==> src/rtl/pwm_multi.sv <==
// pwm_multi: multi-channel PWM with double-buffered duty registers; define PWM_MULTI_PHASE_EN to stagger channel phases.
module pwm_multi #(
  parameter int NCH = 4,
  parameter int CW = 17,
  parameter int PERIOD = 50000
) (
  input  logic                                 clk,
  input  logic                                 clr,
  input  logic                                 en,
  input  logic                                 wr_en,
  input  logic [(NCH > 1 ? $clog2(NCH) : 1)-1:0] wr_ch,
  input  logic [CW-1:0]                        wr_duty,
  output logic [NCH-1:0]                       pwm_out,
  output logic                                 cycle_start
);
  localparam int CHW = NCH > 1 ? $clog2(NCH) : 1;
  localparam logic [CW-1:0] LAST = CW'(PERIOD - 1);
  if (NCH < 1 || NCH > 16) begin : g_bad_nch
    $error("pwm_multi: NCH must be in 1..16");
  end
  if (PERIOD < 2 || longint'(PERIOD) > (longint'(1) << CW) - 1) begin : g_bad_period
    $error("pwm_multi: PERIOD must be in 2..2**CW-1");
  end
  logic [CW-1:0] cnt;
  logic [CW-1:0] shadow [NCH];
  logic [CW-1:0] active [NCH];
  logic [CW-1:0] shadow_nxt [NCH];
  logic [CW-1:0] ph [NCH];
  logic [NCH-1:0] load;
  logic [NCH-1:0] hi;
  for (genvar g = 0; g < NCH; g++) begin : g_ch
    assign shadow_nxt[g] = (wr_en && wr_ch == CHW'(g)) ? wr_duty : shadow[g];
`ifdef PWM_MULTI_PHASE_EN
    // phase count = (cnt - offset) mod PERIOD, computed one bit wider to avoid overflow
    localparam int OFF = g * (PERIOD / NCH);
    logic [CW:0] sum;
    assign sum = {1'b0, cnt} + (CW+1)'(PERIOD - OFF);
    assign ph[g] = sum >= (CW+1)'(PERIOD) ? CW'(sum - (CW+1)'(PERIOD)) : CW'(sum);
`else
    assign ph[g] = cnt;
`endif
    assign load[g] = ph[g] == LAST;
    assign hi[g] = ph[g] < active[g];
  end
  always_ff @(posedge clk) begin
    if (clr) begin
      cnt <= '0;
      pwm_out <= '0;
      cycle_start <= 1'b0;
      for (int i = 0; i < NCH; i++) begin
        shadow[i] <= '0;
        active[i] <= '0;
      end
    end else begin
      for (int i = 0; i < NCH; i++) begin
        shadow[i] <= shadow_nxt[i];
        if (!en || load[i]) active[i] <= shadow_nxt[i];
      end
      cnt <= (!en || cnt == LAST) ? '0 : cnt + 1'b1;
      pwm_out <= en ? hi : '0;
      cycle_start <= en && cnt == '0;
    end
  end
endmodule
==> config.mk <==
export PLATFORM = sky130hd
export DESIGN_NAME = pwm_multi
export DESIGN_NICKNAME = d
export VERILOG_FILES = /design/src/rtl/pwm_multi.sv
export SDC_FILE = /design/constraint.sdc
export NUM_CORES = 1
export LEC_CHECK = 0
export BUFFER_PORTS_ARGS = -buffer_cell sky130_fd_sc_hd__clkbuf_2
export CORE_MARGIN = 2
export CORE_UTILIZATION = 34
export DETAILED_ROUTE_END_ITERATION = 8
export PLACE_DENSITY = 0.63
export SYNTH_ARGS = -nofsm -noshare
export SYNTH_HDL_FRONTEND = slang
export SYNTH_SLANG_ARGS = --single-unit
export TNS_END_PERCENT = 50
==> constraint.sdc <==
create_clock -name clk -period 2.5 [get_ports clk]
set_clock_uncertainty 0.1 [all_clocks]
set_input_delay 0.5 -clock clk [delete_from_list [all_inputs] [get_ports clk]]
set_output_delay 0.5 -clock clk [all_outputs]
set_load 0.1 [all_outputs]
==> flow_summary.toml <==
[sta]
min_period_ns = 2.31
rsz0062_at_grt = "no"
total_negative_setup_slack_ns = 0
final-hold-violation-count = 0
fin_worst_hold_slack_ns = 0.265
report.final.slew_viol_count = 0
fmaxAchievable_mhz = 432
finalSetupViolCount = 0
timing_worst_slew_pin_value_ns = 0.632
finalCritPeriodShare = 0.925
timing.max_slew.rel_slack = 0.578

[detailed_routing]
routed_length_per_placed_instance_um = 15.6
final_antenna_net_count = 0
totalWireLength_um = 17100
detail_route.iter0.violations = 339
drt-pass1-iter-count = 4
post-route-drc-count = 0
vias = 5261
vias_per_cell = 4.79

[floorplan]
fp-row-count = 55
dieWidth_um = 155
fp.coreArea_um2 = 22500
initial_utilization = 0.343
design.die.area_um2 = 23900
die_height_um = 155
ports = 28

[logic_synthesis]
postSynthRegisterBits = 158
synth.area.top_cells = "edfxtp_1 (26%), dfxtp_1 (23%), ha_1 (11%), nand2_1 (6.9%), a21oi_1 (4.9%)"
synth-edff-count = 68
seq_area_frac_synth = 0.498
asyncSetResetFlopFracSynth = 0
flip_flop_cell_with_the_highest_count_after_synthesis = "dfxtp_1"
syn-instance-count = 764
yosysTopAreaCell = "edfxtp_1"
postSynthAreaPerCell_um2 = 10.1
yosys_warnings = 0
post-synth-top-area-fraction = 0.264
syn-num-nets = 853
synth.most_common_cell = "nand2_1"
list_of_most_frequent_post_synthesis_cells = "nand2_1 (143), dfxtp_1 (90), a21oi_1 (75), inv_1 (70), edfxtp_1 (68)"
netlist_area_um2 = 7720
yosys.cell_types.count = 53

[cells_and_area]
insertedDiodeCount = 0
post_route_cells_drive_above_1_share = 0.167
num-nets-final = 890
finalNonFillerCells = 1099
synthToLayoutAreaGrowth_pct = 13.8

[placement]
place.detailed.instances = 1067
place_congestion = 0.854
dp_hpwl_um = 11800
buffer_ports.inserted = 27

[setup_path]
r2r_start = "cnt[11]"
critPathTopFamily = "compound AO/OA/AOI/OAI gates"
critical-path-top-cell-by-count = "a2111oi_2"
timing.reg2reg.setup_slack_ns = 0.19
crit_path_end_kind = "register"
critPathBufInv = 0
cp.arrival_ns = 2.51
worst-endpoint-required_ns = 2.70
crit_fanout = 8
critPathSlowestCell = "dfxtp_1"
setup.worst_path.class = "reg -> reg"
cp_cell_sequence = "ha_1 -> nand2_1 -> o21ai_0 -> a2111oi_2 -> a211oi_1 -> a2111oi_2"
r2r.worst_path.cells = 6
worst_setup_path_start_kind = "register"
setup.worst_path.start = "cnt[11]"
cp.depth = 6
timing.critical_path.slowest_cell_delay_ns = 0.61

[clock_tree]
clkSlewWorstSetupHoldPaths_ns = 0.06
tritoncts = "yes"
clk_latency_ns = 0.43
cts.repair_timing.setup_buffer_count = 0
cts_max_path_buffers = 2
clkSinkCount = 158
hold_buffers = 0
cts_inserted_buffers = 17
postCtsResizedCells = 2
ctsHtreeMaxLevel = 4
clock_tree.root_cell = "clkbuf_16"

[power]
power.total_mw = 5.83
p_seq_frac = 0.485
leakagePower_nw = 3.47
powerDensity_nw_per_um2 = 663
p_clk_frac = 0.439
power.share.switching = 0.235
vdd_ir_drop_max_uv = 421
internal_power_mw = 4.46
power.net_switching_mw = 1.37
comb_power_share = 0.077

[run_status]
outcome = "finished, final reports clean"

[min_path]
worst_hold_startpoint = "wr_duty[6]"
worstHoldPathCells = 3
min_path_type = "in -> reg"

[grt]
global_route_congestion_overflow_total = 0
groute.usage.overall = 0.152
grt_pass1_wl_um = 28000
grt_pass1_vias = 5102
grt_max_degree = 69
antenna_found_initial = 1

[job]
number_of_max_cap_violations = 0
[sequential cells by signal (all words and copies together) (netlist names)]
register,flops
active,68
cnt,17
cycle_start,1
pwm_out,4
shadow,68
[stage by stage]
stage	setup slack (ns)	cell area [um2]	util
6_report	0.188	8790	0.391
3_3_place_gp	-0.0679	8200	0.364
3_5_place_dp	-0.0972	8200	0.364
4_1_cts	0.0323	8780	0.390
2_1_floorplan	0.261	7730	-
5_1_grt	0.0584	8790	0.391
[power by group through the flow]
stage	Sequential, mW	Clock (mW)	Combinational [mW]
floorplan	2.90	0	0.277
global route	2.83	2.72	0.497
finish	2.82	2.56	0.447
CTS	2.83	2.61	0.452
global placement	2.88	0	0.445
detailed placement	2.88	0	0.449
[cell families (layout without fill, tap and decap cells)]
| logic type | after synthesis | after routing | synth area share |
|---|---|---|---|
| and+or+nand+nor | 303 | 303 | 0.219 |
| DFF | 158 | 158 | 0.498 |
| AOI/OAI and AO/OA | 122 | 122 | 0.0959 |
| buffers and inverters | 100 | 150 | 0.0640 |
| adders and majority gates | 66 | 66 | 0.107 |
| xor gates and xnor gates | 15 | 15 | 0.0170 |
[metal layers]
| metal | track usage | share of wire |
|---|---|---|
| met1 | 0.221 | 0.52 |
| met3 | 0.0367 | 0.042 |
| met4 | 0.0507 | 0.017 |
| met2 | 0.222 | 0.42 |
| met5 | 0 | 0.00070 |
[layout make-up]
type | instances | area, um2
fill | 2203 | 13700
sequential | 158 | 3840
multi-input combinational | 506 | 3410
clock buffer | 21 | 460
tap | 285 | 357
timing repair buffer | 48 | 343
inverter | 70 | 263
clock inverter | 11 | 118
[tightest hold or removal path, stage by stage]
cell	delay, ns
clkbuf_2	0.11
nand2_1	0.06
a21oi_1	0.06
[cell usage in the layout (no fill, tap or decap), drive strengths merged, types with 2 or more instances in the layout]
cell,n
a2111oi,6
a211oi,4
a21boi,2
a21o,6
a21oi,85
a41oi,2
and2,2
and2b,5
and3,5
buf,21
bufinv,2
clkbuf,48
clkinv,7
clkinvlp,2
dfxtp,90
edfxtp,68
ha,66
inv,70
nand2,154
nand2b,3
nand3,7
nand4,8
nor2,34
nor2b,64
nor3,7
nor4,3
o211ai,2
o21ai,11
o221ai,2
or4,4
xnor2,12
xor2,3
[final timing paths]
check                                endpoint
worst max-delay path               pwm_out[0]
worst min-delay path             shadow[1][6]
worst max register to register     pwm_out[0]
worst min register to register  shadow[3][12]
Power figures use the tool's default switching activity.
